### config.mk
export PLATFORM = sky130hd
export DESIGN_NAME = fetch_cycle_seq
export DESIGN_NICKNAME = d
export VERILOG_FILES = /design/src/rtl/fetch_cycle_seq.sv
export SDC_FILE = /design/constraint.sdc
export NUM_CORES = 1
export LEC_CHECK = 0
export BUFFER_PORTS_ARGS = -buffer_cell sky130_fd_sc_hd__buf_2
export CORE_UTILIZATION = 47
export DETAILED_ROUTE_END_ITERATION = 7
export PLACE_DENSITY = 0.87
export SLEW_MARGIN = 20
export SYNTH_ARGS = -nofsm -noshare
export SYNTH_HDL_FRONTEND = slang
export SYNTH_SLANG_ARGS = --single-unit
export TNS_END_PERCENT = 30
### constraint.sdc
create_clock -name clk -period 2 [get_ports clk]
set_input_delay 0.3 -clock clk [delete_from_list [all_inputs] [get_ports clk]]
set_output_delay 0.3 -clock clk [all_outputs]
set_load 0.02 [all_outputs]
### src/rtl/fetch_cycle_seq.sv
// rtl/fetch_cycle_seq.sv - 8-phase instruction-fetch bus-cycle sequencer (A1 A2 A3 M1 M2 X1 X2 X3)
// Optional two-word instruction tracking enabled by FETCH_TWO_WORD_EN.
module fetch_cycle_seq #(
    parameter int SYNC_PHASE = 7
) (
    input  logic       clk,
    input  logic       reset,
    input  logic       run,
    input  logic [3:0] pc_nibble,
    input  logic [3:0] bus_in,
`ifdef FETCH_TWO_WORD_EN
    input  logic       two_word,
    output logic       word_idx,
`endif
    output logic [1:0] pc_sel,
    output logic       pc_inc,
    output logic [3:0] bus_out,
    output logic       bus_oe,
    output logic       sync,
    output logic [2:0] phase,
    output logic [3:0] opr,
    output logic [3:0] opa,
    output logic       instr_valid
);

    typedef enum logic [2:0] {
        PH_A1 = 3'd0,
        PH_A2 = 3'd1,
        PH_A3 = 3'd2,
        PH_M1 = 3'd3,
        PH_M2 = 3'd4,
        PH_X1 = 3'd5,
        PH_X2 = 3'd6,
        PH_X3 = 3'd7
    } phase_t;

    localparam logic [2:0] SYNC_IDX = SYNC_PHASE[2:0];

    phase_t     r_phase;
    phase_t     w_phase_nxt;
    logic [3:0] r_opr;
    logic [3:0] r_opa;

    always_ff @(posedge clk) begin
        if (reset) begin
            r_phase <= PH_X3;
        end else begin
            r_phase <= w_phase_nxt;
        end
    end

    // Only X3 can stall; every other phase runs to completion regardless of run.
    always_comb begin
        w_phase_nxt = r_phase;
        case (r_phase)
            PH_X3:   w_phase_nxt = run ? PH_A1 : PH_X3;
            default: w_phase_nxt = phase_t'(r_phase + 3'd1);
        endcase
    end

    always_comb begin
        pc_sel      = 2'b00;
        bus_oe      = 1'b0;
        bus_out     = 4'h0;
        pc_inc      = 1'b0;
        instr_valid = 1'b0;
        case (r_phase)
            PH_A1: begin
                pc_sel  = 2'b00;
                bus_oe  = 1'b1;
                bus_out = pc_nibble;
            end
            PH_A2: begin
                pc_sel  = 2'b01;
                bus_oe  = 1'b1;
                bus_out = pc_nibble;
            end
            PH_A3: begin
                pc_sel  = 2'b10;
                bus_oe  = 1'b1;
                bus_out = pc_nibble;
            end
            PH_X1: begin
                pc_inc      = 1'b1;
                instr_valid = 1'b1;
            end
            default: begin
                pc_sel = 2'b00;
            end
        endcase
    end

    always_ff @(posedge clk) begin
        if (reset) begin
            r_opr <= 4'h0;
            r_opa <= 4'h0;
        end else begin
            if (r_phase == PH_M1) begin
                r_opr <= bus_in;
            end
            if (r_phase == PH_M2) begin
                r_opa <= bus_in;
            end
        end
    end

`ifdef FETCH_TWO_WORD_EN
    logic r_word_idx;

    // two_word is only meaningful on a first word; a second word always returns to 0.
    always_ff @(posedge clk) begin
        if (reset) begin
            r_word_idx <= 1'b0;
        end else if (r_phase == PH_X1) begin
            if (r_word_idx) begin
                r_word_idx <= 1'b0;
            end else if (two_word) begin
                r_word_idx <= 1'b1;
            end
        end
    end

    assign word_idx = r_word_idx;
`endif

    assign phase = r_phase;
    assign opr   = r_opr;
    assign opa   = r_opa;
    assign sync  = (r_phase == SYNC_IDX);

endmodule

* After elaboration in Yosys (flattened, before gate mapping)
Index checks and enable logic that the tools add are counted.
Storage, ports and cells: memory bits (writable) 0, logic and storage cells 18, latch bits 0, memories 0, register bits after elaboration 11, memory bits (read-only) 0, output and inout port bits 21
Operators by class: order comparisons 0, bitwise logic cells 0, add/sub/neg operators 1, reduce and logical (&&, ||, !) cells 2, divide/modulo/power cells 0, shifts and indexed selects 0, equality and inequality tests 6, $mul 0, muxes and demuxes 6
Operators with widths (number):
- == test 3 bit (second input constant) | 3
- == test 3 x 2 -> 1 bit (second input constant) | 2
- two-way mux 3 bit | 2
- two-way mux 4 bit | 1
- case mux 2 bit (2 select lines) | 1
- adder 3 x 1 -> 3 bit (second input constant) | 1
- == test 3 x 1 -> 1 bit (second input constant) | 1
- zero test 3 bit | 1
- OR reduction 3 bit | 1
- two-way mux 1 bit | 2

* Longest topological paths before layout
word-level depth 3, mapped depth 7, mapped depth without buffers 4

* Least setup slack after synthesis
OpenSTA, ideal clock, no wires.
kind reg2out, start point reg r_phase[0] (netlist: phase[0]), end point out bus_oe, slack 0.388 ns, arrival time 1.312 ns, cell stages (with the launch flop) 6, cells stage by stage dfxtp_1 inv_1 ha_1 buf_6 nor3_4 nor2_1
On the way: longest elaborated chain between the ends 3, elaborated cells between the ends (all ways) 5, classes of those cells eq/ne: 2; mux: 1; reduce/logical: 2
RTL lines:
- from (decl) | RTL line 39 | phase_t r_phase;
- from (signal assigned) | RTL line 48 | r_phase <= w_phase_nxt;
- == test 3 x 2 -> 1 bit (tied with other cells) | RTL line 67 | case (r_phase)
- OR reduction 3 bit (no source line) *
- two-way mux 1 bit * | RTL line 67
- to (decl) | RTL line 18 | output logic bus_oe,
Mark *: on every way between the ends. The rest lies on a longest branch, timed or not.

* Final worst setup path
start point reg r_phase[0] (netlist: phase[0]), end point out bus_out[3]
On the way: longest elaborated chain between the ends 3, elaborated cells between the ends (all ways) 5, classes of those cells eq/ne: 2; mux: 1; reduce/logical: 2
RTL lines:
- == test 3 x 2 -> 1 bit (tied with other cells) | RTL line 67
- OR reduction 3 bit (no source line) *
- two-way mux 4 bit * | RTL line 67
- to (decl) | RTL line 17 | output logic [3:0] bus_out,
Marked as above.

==> out/metrics.csv <==
stage,metric,value,unit
floorplan,Die W,39.7,um
hold_path,HP Class,input port to flip-flop,
timing,Final setup viols,0,
timing,Tmin final,1.87,ns
timing,final hold slack,0.287,ns
power_and_ir_drop,Net Sw Frac,0.452,
global_route,first-pass GRT wire length,1.75,mm
floorplan,Placeable Area,1320,um2
setup_path,crit path DAT,1.57,ns
timing,Fmax,535,MHz
global_route,total grt overflow,0,
clock_network,clock sinks,11,
floorplan,Die Y,39.7,um
power_and_ir_drop,power per cell area,1330,nW/um2
setup_path,"slowest stage delay, CP",0.41,ns
clock_network,CTS Hold Bufs,0,
timing,fin crit share,0.934,
layout,layout cells sized above 1,0.522,
logic_synthesis,synth top area cells,"dfxtp_1, ha_1, nor3b_2",
logic_synthesis,"Top FF cell, synth",dfxtp_1,
power_and_ir_drop,Clk network pwr share,0.141,
routing,1st-iter DRT viols,1,
routing,DR WL/cell,10.9,um
timing,final worst clock skew,0.00286,ns
timing,setup TNS,0,ns
floorplan,overall die area,1580,um2
layout,net total in the final layout,110,
clock_network,H-Tree Level Count,1,
floorplan,cell row count,13,
setup_path,"Req. time, crit path",1.70,ns
clock_network,Post-CTS Setup Inserts,0,
power_and_ir_drop,share of power burned in registers,0.298,
setup_path,Setup Crit Path Kind,flip-flop to output pin,
logic_synthesis,Post-synth EDFFs,0,
layout,Finished Core Util,0.621,
routing,ANT nets after route,0,
logic_synthesis,top post-synthesis cells by count,"dfxtp_1, ha_1, nor2_1",
run_status,status,"complete, no violations",
clock_network,Root Buffer Master,clkbuf_4,
logic_synthesis,Yosys top cell area share,0.330,
logic_synthesis,synthesized area,668,um2
setup_path,"Cell Chain, Critical Path",inv_1 -> ha_1 -> nor3_4 -> nor3b_2 -> buf_2,
power_and_ir_drop,Net Switching,492,uW
timing,Slew @ Worst Pin,0.416,ns
logic_synthesis,syn_area_per_cell,10.8,um2
global_route,largest net degree at the start of global routing,13,
clock_network,clock transition at the registers of the reported paths,0.07,ns
power_and_ir_drop,Worst VDD drop,0.000754,V
floorplan,Top-Level Pins,32,
global_route,vias in the first global route,410,
placed_design,IO buf count,31,
layout,antenna fix cells,0,
clock_network,TritonCTS Buffers,3,
layout,FF+latch area,220,um2
routing,Via Count,513,
logic_synthesis,syn nets,79,
logic_synthesis,Syn. warnings,0,
placed_design,Placer Congestion,0.723,
power_and_ir_drop,total power,1090,uW
logic_synthesis,Seq cells post-synth,11,
layout,P&R area growth vs syn,22.5,%
placed_design,DP HPWL,945,um
logic_synthesis,synth unique cells,22,
timing,final-report hold violation count,0,
layout,# fillers,115,
power_and_ir_drop,Logic pwr share,0.561,
timing,Final Slew Violations,0,
timing,RSZ-0062 raised after global routing,false,
routing,DR vias/cell,4.79,
logic_synthesis,top-count cell post-synth,dfxtp_1,
routing,DRC violations left,0,
logic_synthesis,Mapped Cells,62,
logic_synthesis,async set-reset flop share out of synthesis,0,
timing,final worst-path setup slack,0.133,ns
routing,Pre-antenna DRT Iters,2,
routing,drt total wl,1.17,mm
setup_path,slowest CP cell,dfxtp_1,
logic_synthesis,"area leader, netlist",dfxtp_1,
placed_design,Place WS,0.301,ns
power_and_ir_drop,Int Power,596,uW
global_route,Tot GR Track Use,0.167,
global_route,initial antenna violation count,0,
job,Max-Cap Viols,0,
clock_network,Skew-Pair Late Insertion Delay,0.26,ns
setup_path,Buf/Inv on CP,2,
setup_path,Worst setup EP type,output pin,
clock_network,CTS tree,done,
power_and_ir_drop,leakage,0.000416,uW
floorplan,initial core utilization,0.507,
setup_path,CP startpoint kind,flip-flop,
setup_path,crit path max fanout,5,
timing,Slew HR,0.723,
logic_synthesis,register area share after synthesis,0.330,
layout,area occupied by multi-input gates,379,um2
clock_network,CTS Buffer Depth,2,
setup_path,family with the most delay on the worst path,simple AND/OR/NAND/NOR gates,
metrics by stage:
| stage | area [um2] | cells |
|---|---|---|
| after detailed placement | 790 | 103 |
| after CTS | 818 | 107 |
| after global routing | 818 | 107 |
| after floorplan | 668 | 62 |
| final | 818 | 107 |
| after global placement | 790 | 103 |
worst reg2reg max path: stages, from the launching register on:
cell     delay, ns
dfxtp_1       0.35
ha_1          0.24
ha_1          0.23
or2_0         0.23
a21o_1        0.17
area by class of cell:
class | instances | share of cell area
multi-input cells | 42 | 0.463
flip-flops and latches | 11 | 0.269
repair buffers | 32 | 0.199
clock buffers | 4 | 0.0321
well taps | 15 | 0.0229
inverters | 3 | 0.0138
path summary, 6_finish.rpt:
check             from    endpoint  slack (ns)  cells after the start
min          bus_in[0]      opa[0]        0.29                      3
min reg2reg     opr[1]      opr[1]        0.50                      2
max           phase[0]  bus_out[3]        0.13                      5
max reg2reg   phase[0]    phase[1]        0.68                      4
state kept, by name, indices dropped and copies added, names as in the netlist:
signal and count:
opa 4, opr 4, phase 3
power by group through the flow:
| stage | clock [uW] | sequential, uW | combinational (uW) |
|---|---|---|---|
| after CTS | 158 | 327 | 619 |
| after floorplan | 0 | 369 | 474 |
| after global routing | 168 | 337 | 674 |
| after global placement | 0 | 327 | 604 |
| after detailed placement | 0 | 332 | 614 |
| final | 153 | 325 | 610 |
cell families (layout without fill, tap and decap cells):
logic type,after synthesis,after routing,share of synthesized area
simple gates,21,21,0.245
flops,11,11,0.330
compound gates,11,11,0.146
mux,4,4,0.0599
buf+inv,9,39,0.107
fa+ha+maj,6,6,0.112
per-layer routing:
layer | wire length, um | up-vias | track usage | part of all wire
met3 | 59 | 0 | 0.0170 | 0.050
met4 | 0 | 0 | 0.0776 | 0
met2 | 610 | 18 | 0.307 | 0.52
met5 | 0 | - | 0 | 0
met1 | 499 | 230 | 0.186 | 0.43
li1 | - | 265 | - | -
cell usage in the layout, fill, tap and decap left out, drive strengths merged:
| master | count |
|---|---|
| nor3 | 1 |
| ha | 6 |
| and2b | 2 |
| nand2b | 2 |
| mux2i | 4 |
| dfxtp | 11 |
| a21bo | 4 |
| and2 | 1 |
| nand3 | 4 |
| nor2 | 5 |
| a21oi | 4 |
| clkbuf | 4 |
| buf | 32 |
| or2 | 1 |
| nand2 | 1 |
| inv | 3 |
| a21o | 3 |
| nor3b | 4 |
timing repair:
action / in CTS / in global routing
cloned: 0 / 0
endpoints found under the setup margin: 4 / 5
pin swaps: 1 / 1
resized for setup: 1 / 0
No activity file was read; power rests on OpenSTA's default activity.
